===== src/rtl/cic_rate_ctrl_if.sv =====
`default_nettype none
// +--------------------------------------------------------------------+
// | Module      : cic_rate_ctrl_if                                     |
// | Description : Configuration handshake bundle for cic_rate_ctrl.    |
// |               The master requests a new decimation ratio and the   |
// |               slave accepts it or flags it as illegal.             |
// | Revision    : 1.0  initial release                                 |
// +--------------------------------------------------------------------+
interface cic_rate_ctrl_if;
  logic       cfg_valid;
  logic [4:0] cfg_r;
  logic       cfg_ready;
  logic       cfg_err;

  modport master (output cfg_valid, output cfg_r, input cfg_ready, input cfg_err);
  modport slave  (input cfg_valid, input cfg_r, output cfg_ready, output cfg_err);
endinterface
`default_nettype wire


===== src/rtl/cic_rate_ctrl.sv =====
`default_nettype none
// +--------------------------------------------------------------------+
// | Module      : cic_rate_ctrl                                        |
// | Description : Run-time decimation-ratio controller for a CIC       |
// |               decimator. Accepts ratio changes, rejects illegal    |
// |               ratios, drains/flushes/settles the filter on change  |
// |               and strobes out_valid once per output period.        |
// | Revision    : 1.0  initial release                                 |
// +--------------------------------------------------------------------+
module cic_rate_ctrl #(
  parameter logic [4:0] DEFAULT_R      = 5'd1,
  parameter int         CLK_PER_SAMPLE = 3,
  parameter int         FLUSH_CYCLES   = 2,
  parameter int         SETTLE_PERIODS = 2
) (
  input  logic           clk,
  input  logic           rst_n,
  cic_rate_ctrl_if.slave cfg,
  output logic [4:0]     cic_r_o,
  output logic           cic_rst_n_o,
  output logic           out_valid_o,
  output logic           busy_o
);

  localparam logic [1:0] S_RUN    = 2'd0;
  localparam logic [1:0] S_DRAIN  = 2'd1;
  localparam logic [1:0] S_FLUSH  = 2'd2;
  localparam logic [1:0] S_SETTLE = 2'd3;

  localparam logic [7:0] C_CPS        = 8'(CLK_PER_SAMPLE);
  localparam logic [7:0] C_FLUSH_LAST = 8'(FLUSH_CYCLES - 1);

  // Output period in clocks: one input sample time scaled by the ratio.
  function automatic logic [7:0] period_of(input logic [4:0] r);
    case (r)
      5'd2:    return C_CPS << 1;
      5'd4:    return C_CPS << 2;
      5'd8:    return C_CPS << 3;
      5'd16:   return C_CPS << 4;
      default: return C_CPS;
    endcase
  endfunction

  function automatic logic is_legal(input logic [4:0] r);
    return (r == 5'd1) || (r == 5'd2) || (r == 5'd4) || (r == 5'd8) || (r == 5'd16);
  endfunction

  logic [1:0] state_q,     state_d;
  logic [7:0] cnt_q,       cnt_d;
  logic [4:0] cic_r_q,     cic_r_d;
  logic [4:0] pend_r_q,    pend_r_d;
  logic       cic_rst_n_q, cic_rst_n_d;
  logic       cfg_err_q,   cfg_err_d;

  logic [7:0] w_period;
  logic [7:0] w_settle_len;
  logic       w_last;
  logic       w_hs;

  // cic_r only changes at the DRAIN->FLUSH boundary, so SETTLE already
  // measures its length in periods of the new ratio.
  assign w_period     = period_of(cic_r_q);
  assign w_settle_len = 8'(SETTLE_PERIODS * int'(w_period));
  assign w_last       = (cnt_q == w_period - 8'd1);
  assign w_hs         = cfg.cfg_valid && (state_q == S_RUN);

  assign cfg.cfg_ready = (state_q == S_RUN);
  assign cfg.cfg_err   = cfg_err_q;
  assign cic_r_o       = cic_r_q;
  assign cic_rst_n_o   = cic_rst_n_q;
  assign busy_o        = (state_q != S_RUN);
  assign out_valid_o   = ((state_q == S_RUN) || (state_q == S_DRAIN)) && w_last;

  // Next-state logic: phase counting, request decode and change sequencing.
  always_comb begin
    state_d     = state_q;
    cnt_d       = cnt_q;
    cic_r_d     = cic_r_q;
    pend_r_d    = pend_r_q;
    cic_rst_n_d = cic_rst_n_q;
    cfg_err_d   = 1'b0;
    case (state_q)
      S_RUN: begin
        cnt_d = w_last ? 8'd0 : cnt_q + 8'd1;
        if (w_hs) begin
          if (is_legal(cfg.cfg_r)) begin
            // A request landing on the last phase lets that strobe out and
            // then drains one full extra period.
            pend_r_d = cfg.cfg_r;
            state_d  = S_DRAIN;
          end else begin
            cfg_err_d = 1'b1;
          end
        end
      end
      S_DRAIN: begin
        cnt_d = w_last ? 8'd0 : cnt_q + 8'd1;
        if (w_last) begin
          state_d     = S_FLUSH;
          cnt_d       = 8'd0;
          cic_r_d     = pend_r_q;
          cic_rst_n_d = 1'b0;
        end
      end
      S_FLUSH: begin
        cnt_d = cnt_q + 8'd1;
        if (cnt_q == C_FLUSH_LAST) begin
          state_d     = S_SETTLE;
          cnt_d       = 8'd0;
          cic_rst_n_d = 1'b1;
        end
      end
      default: begin
        cnt_d = cnt_q + 8'd1;
        if (cnt_q == w_settle_len - 8'd1) begin
          state_d = S_RUN;
          cnt_d   = 8'd0;
        end
      end
    endcase
  end

  // State registers; reset restores the default ratio and discards any pending one.
  always_ff @(posedge clk or negedge rst_n) begin
    if (!rst_n) begin
      state_q     <= S_SETTLE;
      cnt_q       <= 8'd0;
      cic_r_q     <= DEFAULT_R;
      pend_r_q    <= DEFAULT_R;
      cic_rst_n_q <= 1'b1;
      cfg_err_q   <= 1'b0;
    end else begin
      state_q     <= state_d;
      cnt_q       <= cnt_d;
      cic_r_q     <= cic_r_d;
      pend_r_q    <= pend_r_d;
      cic_rst_n_q <= cic_rst_n_d;
      cfg_err_q   <= cfg_err_d;
    end
  end

endmodule
`default_nettype wire

===== src/flat_wrapper.sv =====
// flat-port wrapper written by rule: the top's interface ports become plain ports
module cic_rate_ctrl_flat 
#(
  parameter logic [4:0] DEFAULT_R      = 5'd1,
  parameter int         CLK_PER_SAMPLE = 3,
  parameter int         FLUSH_CYCLES   = 2,
  parameter int         SETTLE_PERIODS = 2
)
  (clk, rst_n, cic_r_o, cic_rst_n_o, out_valid_o, busy_o, cfg_cfg_valid, cfg_cfg_r, cfg_cfg_ready, cfg_cfg_err);
  cic_rate_ctrl_if cfg_i ();
  input  logic clk;
  input  logic rst_n;
  output logic [4:0] cic_r_o;
  output logic cic_rst_n_o;
  output logic out_valid_o;
  output logic busy_o;
  input wire logic [$bits(cfg_i.cfg_valid)-1:0] cfg_cfg_valid;
  input wire logic [$bits(cfg_i.cfg_r)-1:0] cfg_cfg_r;
  output wire logic [$bits(cfg_i.cfg_ready)-1:0] cfg_cfg_ready;
  output wire logic [$bits(cfg_i.cfg_err)-1:0] cfg_cfg_err;
  assign cfg_i.cfg_valid = cfg_cfg_valid;
  assign cfg_i.cfg_r = cfg_cfg_r;
  assign cfg_cfg_ready = cfg_i.cfg_ready;
  assign cfg_cfg_err = cfg_i.cfg_err;
  cic_rate_ctrl #(.DEFAULT_R(DEFAULT_R), .CLK_PER_SAMPLE(CLK_PER_SAMPLE), .FLUSH_CYCLES(FLUSH_CYCLES), .SETTLE_PERIODS(SETTLE_PERIODS)) u_core (.clk(clk), .rst_n(rst_n), .cfg(cfg_i), .cic_r_o(cic_r_o), .cic_rst_n_o(cic_rst_n_o), .out_valid_o(out_valid_o), .busy_o(busy_o));
endmodule

===== config.mk =====
export PLATFORM = sky130hd
export DESIGN_NAME = cic_rate_ctrl_flat
export DESIGN_NICKNAME = d
export VERILOG_FILES = /design/src/rtl/cic_rate_ctrl_if.sv /design/src/rtl/cic_rate_ctrl.sv /design/src/flat_wrapper.sv
export SDC_FILE = /design/constraint.sdc
export NUM_CORES = 1
export LEC_CHECK = 0
export ABC_AREA = 1
export BUFFER_PORTS_ARGS = -buffer_cell sky130_fd_sc_hd__clkbuf_2
export CORE_MARGIN = 8
export CORE_UTILIZATION = 35
export CTS_CLUSTER_DIAMETER = 150
export DETAILED_ROUTE_END_ITERATION = 8
export HOLD_SLACK_MARGIN = 0.1
export PLACE_DENSITY = 0.59
export REMOVE_ABC_BUFFERS = 1
export SYNTH_ARGS = -nofsm -noshare
export SYNTH_HDL_FRONTEND = slang
export SYNTH_SLANG_ARGS = --single-unit

===== constraint.sdc =====
create_clock -name clk -period 7.5 [get_ports clk]
set_input_delay 1.5 -clock clk [delete_from_list [all_inputs] [get_ports clk]]
set_output_delay 1.5 -clock clk [all_outputs]
set_load 0.01 [all_outputs]

Word level (Yosys, flattened, before mapping):

Cells that the tools add are included.

* flip-flop bits (word level): 22
* output and inout bits: 10

* equality and inequality tests: 18
* add/sub/neg operators: 3
* reductions and logical operators: 16
* multiplexer cells: 17

Operators by type and width (count)
* $mux 8: 3
* $pmux 6 s4: 1
* $eq 8x8->1: 2
* $pmux 8 s2: 1
* $eq 5x2->1 const B: 2
* $eq 5x3->1 const B: 2
* $eq 5x4->1 const B: 2
* $eq 5x5->1 const B: 2
* $mux 2: 5
* $add 8x1->8 const B: 1
* $eq 8x1->1 const B: 1
* $ne 2x1->1 const B: 4
* $sub 7x1->8 const B: 1
* $sub 6x1->7 const B: 1
* $pmux 2 s3: 1
* $reduce_and 3->1: 2
* $eq 5x1->1 const B: 1
* $logic_or 1x1->1: 5
* $mux 1: 5
* $reduce_and 5->1: 1
* $reduce_bool 2->1: 2
* $reduce_bool 4->1: 1
* $eq 2x1->1 const B: 1
* $eq 2x2->1 const B: 1
* 5 further kinds: 6

Longest topological paths before layout:

Gate-level depths: netlist of the first run.

* depth after elaboration: 8
* gate-level depth with buffers: 20

Least setup slack after synthesis of the first run:

No wires, ideal clock.

* path kind: register to output
* start: register u_core.cic_r_q[0] (netlist: u_core.cic_r_o[0])
* end: output out_valid_o
* required time: 6000 ps
* stages on the path, launching flop included: 15
* buffers on the path: 0
* arrival time: 2139 ps
* path slack: 3861 ps
* path through: dfstp_2 -> nor2_4 -> nand3_1 -> nand2_2 -> a21oi_1 -> nor2_1 -> ha_1 -> inv_1 -> nand2_1 -> nand3_1 -> a21oi_1 -> nand3_1 -> nor2_2 -> nand3_4 -> nor2_1

* cells in the longest elaborated chain, start to end: 5
* elaborated cells on any way between the ends: 8
* classes of those cells: add/sub: 1; eq/ne: 5; mux: 1; reduce/logical: 1

RTL lines
* from (decl): RTL line cic_rate_ctrl.sv:50 `logic [4:0] cic_r_q, cic_r_d;`
* from (signal assigned): RTL line cic_rate_ctrl.sv:135 `cic_r_q <= cic_r_d;`
* $eq 5x5->1 (tied with other cells): RTL line cic_rate_ctrl.sv:35 `case (r)`
* $pmux 6 s4 *: RTL line cic_rate_ctrl.sv:35
* $sub 6x1->7 *: RTL line cic_rate_ctrl.sv:64 `assign w_last = (cnt_q == w_period - 8'd1);`
* $eq 8x8->1 *: RTL line cic_rate_ctrl.sv:64
* $logic_and 1x1->1 *: RTL line cic_rate_ctrl.sv:72 `assign out_valid_o = ((state_q == S_RUN) || (state_q == S_DRAIN)) && w_last;`
* to (decl): RTL line flat_wrapper.sv:15 `output logic out_valid_o;`

Every way passes the cells marked *; elsewhere a longest branch is shown, timed or not.

Worst setup path after layout of the first run:

Ends and elaborated chain as after synthesis.

==> reports/results.tsv, run 1 <==
metric	value	unit
initial_utilization	36.7	%
synth_area_leaders	dfrtp_1 29%, nand2_1 12%, dfstp_2 8.8%, inv_1 7.1%, ha_1 6.7%	
mostFrequentLayoutCells	47 x nand2_1, 28 x inv_1, 25 x nor2_1, 17 x clkbuf_2, 17 x dfrtp_1	
synth.distinct_cells	26	
drt_iter0_markers	69	
crit_path_start_kind	register	
gp_congestion	0.833	
placed_area	0.00164	mm²
whs	0.465	ns
synth.yosys.seq_area_share	37.4	%
cts.clk_slew.worst_paths	0.07	ns
io_buffers	17	
drcViolationCount	0	
fin_nets	234	
synth_xor_area_share	4.12	%
numCtsBuffers	3	
grt_pass1_vias	1213	
grtUsageTotal	10.1	%
die_h	81.2	µm
hold_class	register to register	
arrival	2.61	ns
cts-hold-fix-buffers	0	
cts.sinks	22	
synth.top_cell.area_share	28.6	%
via_per_inst	4.70	
grt_overflow	0	
report.final.slew_viol_count	0	
p_leak	0.845	nW
drv_cap	0	
setup_viol	0	
wl_per_cell	11.5	µm
worst_slew_pin_slew	0.559	ns
crit_chain	nor2_4, nand3_1, nand2_2, a21oi_1, nor2_1, ha_1, inv_1, nand2_1, nand3_1, a21oi_1, nand3_1, nor2_2, nand3_4, nor2_1, clkbuf_2	
area_delta_synth_final	13.0	%
finalInstanceArea	0.00168	mm²
cp_max_fo	8	
cts_tree	done	
path_class	register to primary output	
cp-end-kind	primary output	
crit_buf_inv	2	
max_slew_margin	62.7	%
finalSetupTns	0	ns
synth.avg_cell_area	7.59	µm²
finalClockSkew	0.00401	ns
wl	3080	µm
final_common_cell	nand2_1	
fin_crit_sh	54.8	%
fin_crit	4.11	ns
fin_util	41.4	%
cp_slowest_stage_delay	0.58	ns
crit_path_top_delay_cell	dfstp_2	
core.rowCount	23	
cts-resized-gates	0	
diodes	0	
clock-root-buffer	clkbuf_8	
synth_compound_area_share	7.06	%
peakVddDrop	0.216	mV
status	finished clean	
yosysTopAreaCell	dfrtp_1	
post_cts_buffers	0	
worst_path_most_repeated_cell	nand3_1	
grt_pass1_wl	5380	µm
fp.dieArea	0.00659	mm²
cts_buffer_depth	2	
finalHoldViolCount	0	
worstPathRequired	6.00	ns
synth_mux_area_share	3.03	%
rsz0062_at_grt	no	
via_count	1254	
critPathTopFamily	simple AND/OR/NAND/NOR gates	
totalPowerFinal	728	µW
synth-simple-area-share	34.1	%
powerDensity	433	mW/mm²
io_pins	18	
antenna_found_initial	0	
ant_nets	0	
synth_seq_cells	22	
first_pass_iters	4	
ys_warn_count	0	
grt_max_degree	23	
die_w	81.2	µm
clk_latency	0.26	ns
postSynthCellCount	196	
synth_top_family_by_area	simple AND/OR/NAND/NOR gates	
drive_above_1_share	21.2	%
fmax	243	MHz
core_area	0.00406	mm²
h-tree-depth	1	
synthAdderAreaFrac	6.73	%
syn_area	0.00149	mm²
dpl.hpwl	2540	µm
routing by layer:
| metal | part of all wire, % | track usage, % | vias to the layer above |
|---|---|---|---|
| met2 | 45 | 15.6 | 19 |
| met4 | 1.1 | 3.39 | 0 |
| li1 | - | - | 666 |
| met3 | 3.4 | 2.43 | 5 |
| met5 | 0 | 0 | - |
| met1 | 51 | 13.5 | 564 |
final cells by class:
class	count	area, µm²
fill	432	2380
multi-input combinational	144	818
sequential	22	557
inverter	30	113
timing repair buffer	17	85.1
tap	50	62.6
clock buffer	4	45.0
tightest hold or removal path: stages, from the launching register on:
cell,delay (ns)
dfstp_2,0.37
nand2_1,0.05
nand2_1,0.04
path summary, 6_finish.rpt:
path / start / slack (ns) / end / cells past startpoint
worst min register to register: u_core.pend_r_q[0]$_DFFE_PN1P_ / 0.46 / u_core.cic_r_o[0]$_DFFE_PN1P_ / 2
worst max-delay path: u_core.cic_r_o[0]$_DFFE_PN1P_ / 3.39 / out_valid_o / 15
worst min-delay path: u_core.pend_r_q[0]$_DFFE_PN1P_ / 0.46 / u_core.cic_r_o[0]$_DFFE_PN1P_ / 2
worst max register to register: u_core.cic_r_o[0]$_DFFE_PN1P_ / 4.86 / u_core.state_q[1]$_DFFE_PN1P_ / 19
min in group asynchronous: rst_n / 1.22 / u_core.pend_r_q[4]$_DFFE_PN0P_ / 1
max in group asynchronous: rst_n / 5.91 / u_core.pend_r_q[0]$_DFFE_PN1P_ / 1
cell usage after synthesis:
master / instances
nor3_1: 3
a21oi_4: 1
o21ai_0: 6
o22ai_1: 1
inv_2: 2
o31ai_1: 1
mux2_2: 4
inv_1: 28
nand3_1: 16
xor2_1: 5
o21ai_2: 1
o211ai_1: 1
dfstp_2: 5
xnor2_1: 2
nand2_1: 47
nor2_4: 2
a21oi_1: 4
nand4_1: 5
nand3_4: 1
nand3_2: 2
nand2_2: 4
dfrtp_1: 17
nor2_1: 25
nor2_2: 4
a41oi_1: 1
ha_1: 8
registers in the layout, summed over array words and instances (netlist names):
| name | flops |
|---|---|
| u_core.cic_r_o | 5 |
| u_core.state_q | 2 |
| u_core.cnt_q | 8 |
| u_core.cfg.cfg_err | 1 |
| u_core.cic_rst_n_o | 1 |
| u_core.pend_r_q | 5 |
logic make-up after synthesis:
family | count (synthesis)
simple gates | 109
buf+inv | 30
flops | 22
compound gates | 16
fa+ha+maj | 8
xor+xnor | 7
mux | 4
stage by stage:
stage,std cells,worst slack [ns]
global route,267,3.14
detailed placement,263,3.67
finish,267,3.39
floorplan,196,3.86
global placement,263,3.71
CTS,267,3.38
where the power goes:
part           internal (mW)  switching [mW]  total (mW)
Clock                 0.0378          0.0358      0.0736
Sequential             0.170          0.0413       0.211
Combinational          0.159           0.284       0.443
Total                  0.367           0.361       0.728
No activity file was read; power rests on OpenSTA's default activity.
==> inputs of run 2 (changes only) <==
==> constraint.sdc (replaced) <==
create_clock -name clk -period 4.06 [get_ports clk]
set_input_delay 0.812 -clock clk [delete_from_list [all_inputs] [get_ports clk]]
set_output_delay 0.812 -clock clk [all_outputs]
set_load 0.01 [all_outputs]
==> run 2 against run 1 <==
Final cell count unchanged. Sequential power increased by 84%. Global-route usage about the same. Hold slack about the same. Critical path type unchanged.
==> reports/results.tsv, run 2 (synthesis gave the netlist of run 1 again) <==
metric	value	unit
hold_depth	2	
die_w	81.2	µm
crit_path_start_kind	register	
largest_reg_flops	8	
mostFrequentLayoutCells	47 x nand2_1, 28 x inv_1, 25 x nor2_1, 17 x clkbuf_2, 17 x dfrtp_1	
report.final.slew_viol_count	0	
antenna_found_initial	0	
cts-hold-fix-buffers	0	
cts.sinks	22	
grtUsageTotal	10.1	%
fmax	293	MHz
r2r_slack	1.43	ns
numCtsBuffers	3	
finalClockSkew	0.00124	ns
p_leak	0.845	nW
totalPowerFinal	1.34	mW
via_per_inst	4.68	
core_area	0.00406	mm²
arrival	2.60	ns
peakVddDrop	0.409	mV
wl	3080	µm
hold-path-endpoint	u_core.cic_r_o[0]$_DFFE_PN1P_	
fin_crit	3.41	ns
setup_viol	0	
dpl.hpwl	2560	µm
initial_utilization	36.7	%
ff_latch_area	557	µm²
io_pins	18	
drcViolationCount	0	
h-tree-depth	1	
rsz0062_at_grt	no	
final_common_cell	nand2_1	
finalHoldViolCount	0	
wl_per_cell	11.5	µm
seq_power_share	29.0	%
cp_max_fo	8	
drv_cap	0	
first_pass_iters	5	
comb_power_share	60.9	%
whs	0.465	ns
rr_endpoint	u_core.state_q[0]$_DFFE_PN1P_	
max_slew_margin	62.8	%
grt_pass1_wl	5360	µm
worstPathRequired	3.25	ns
core.rowCount	23	
regMostFlops	u_core.cnt_q	
fin_crit_sh	84.1	%
min_from	u_core.pend_r_q[0]$_DFFE_PN1P_	
cts.clk_slew.worst_paths	0.07	ns
r2r-start	u_core.cic_r_o[0]$_DFFE_PN1P_	
via_count	1249	
switchingPower	664	µW
status	finished clean	
gp_congestion	0.833	
io_buffers	17	
rr_worst_depth	19	
grt_pass1_vias	1238	
fin_nets	234	
grt_overflow	0	
multiInputGateArea	818	µm²
die_h	81.2	µm
cts-resized-gates	0	
powerDensity	799	mW/mm²
clock-root-buffer	clkbuf_8	
drt_iter0_markers	75	
cts_buffer_depth	2	
area_delta_synth_final	13.0	%
internal-power	678	µW
path_class	register to primary output	
worst_slew_pin_slew	0.558	ns
finalSetupTns	0	ns
clk_latency	0.26	ns
p_clk_share	10.1	%
cp-end-kind	primary output	
cts_tree	done	
netSwitchingFraction	49.5	%
post_cts_buffers	0	
ant_nets	0	
hold_class	register to register	
drive_above_1_share	21.2	%
n_fill_cell	407	
grt_max_degree	23	
fp.dieArea	0.00659	mm²
diodes	0	
run 2: worst max path at each step:
stage	cells after the start	slack (ns)	to	startpoint
after global routing	14	0.34	out_valid_o	u_core.cic_r_o[2]$_DFFE_PN0P_
after CTS	15	0.64	out_valid_o	u_core.cic_r_o[0]$_DFFE_PN1P_
final	15	0.65	out_valid_o	u_core.cic_r_o[0]$_DFFE_PN1P_
after detailed placement	15	0.93	out_valid_o	u_core.cic_r_o[0]$_DFFE_PN1P_
after global placement	15	0.96	out_valid_o	u_core.cic_r_o[0]$_DFFE_PN1P_
after floorplan	14	1.11	out_valid_o	u_core.cic_r_o[0]$_DFFE_PN1P_
run 2: layer usage:
metal | GRT usage (%) | wire [µm] | up-vias
met5 | 0 | 0 | -
met4 | 3.57 | 44 | 0
met3 | 2.32 | 130 | 7
met2 | 16.1 | 1420 | 21
met1 | 13.0 | 1480 | 557
li1 | - | - | 664
run 2: power groups by stage:
stage | clock (mW) | sequential [mW] | combinational (mW)
after floorplan | 0 | 0.391 | 0.634
after global placement | 0 | 0.394 | 0.821
after detailed placement | 0 | 0.395 | 0.823
after CTS | 0.142 | 0.390 | 0.824
after global routing | 0.150 | 0.401 | 0.941
final | 0.136 | 0.389 | 0.817
run 2: final cells by class:
class,instances,share of cell area [%]
sequential,22,33.1
tap,50,3.72
clock buffer,4,2.68
timing repair buffer,17,5.06
inverter,30,6.70
multi-input combinational,144,48.7
run 2: metrics by stage:
stage	utilization, %	instance area [µm²]	std cells	setup slack (ns)
3_5_place_dp	40.3	1640	263	0.925
2_1_floorplan	-	1490	196	1.11
5_1_grt	41.4	1680	267	0.341
6_report	41.4	1680	267	0.647
3_3_place_gp	40.3	1640	263	0.955
4_1_cts	41.4	1680	267	0.638
run 2: worst max-delay path, stage by stage, from the launching register on:
cell	delay [ns]
dfstp_2	0.58
nor2_4	0.07
nand3_1	0.11
nand2_2	0.07
a21oi_1	0.16
nor2_1	0.09
ha_1	0.31
inv_1	0.06
nand2_1	0.05
nand3_1	0.06
a21oi_1	0.12
nand3_1	0.10
nor2_2	0.16
nand3_4	0.13
nor2_1	0.12
clkbuf_2	0.14
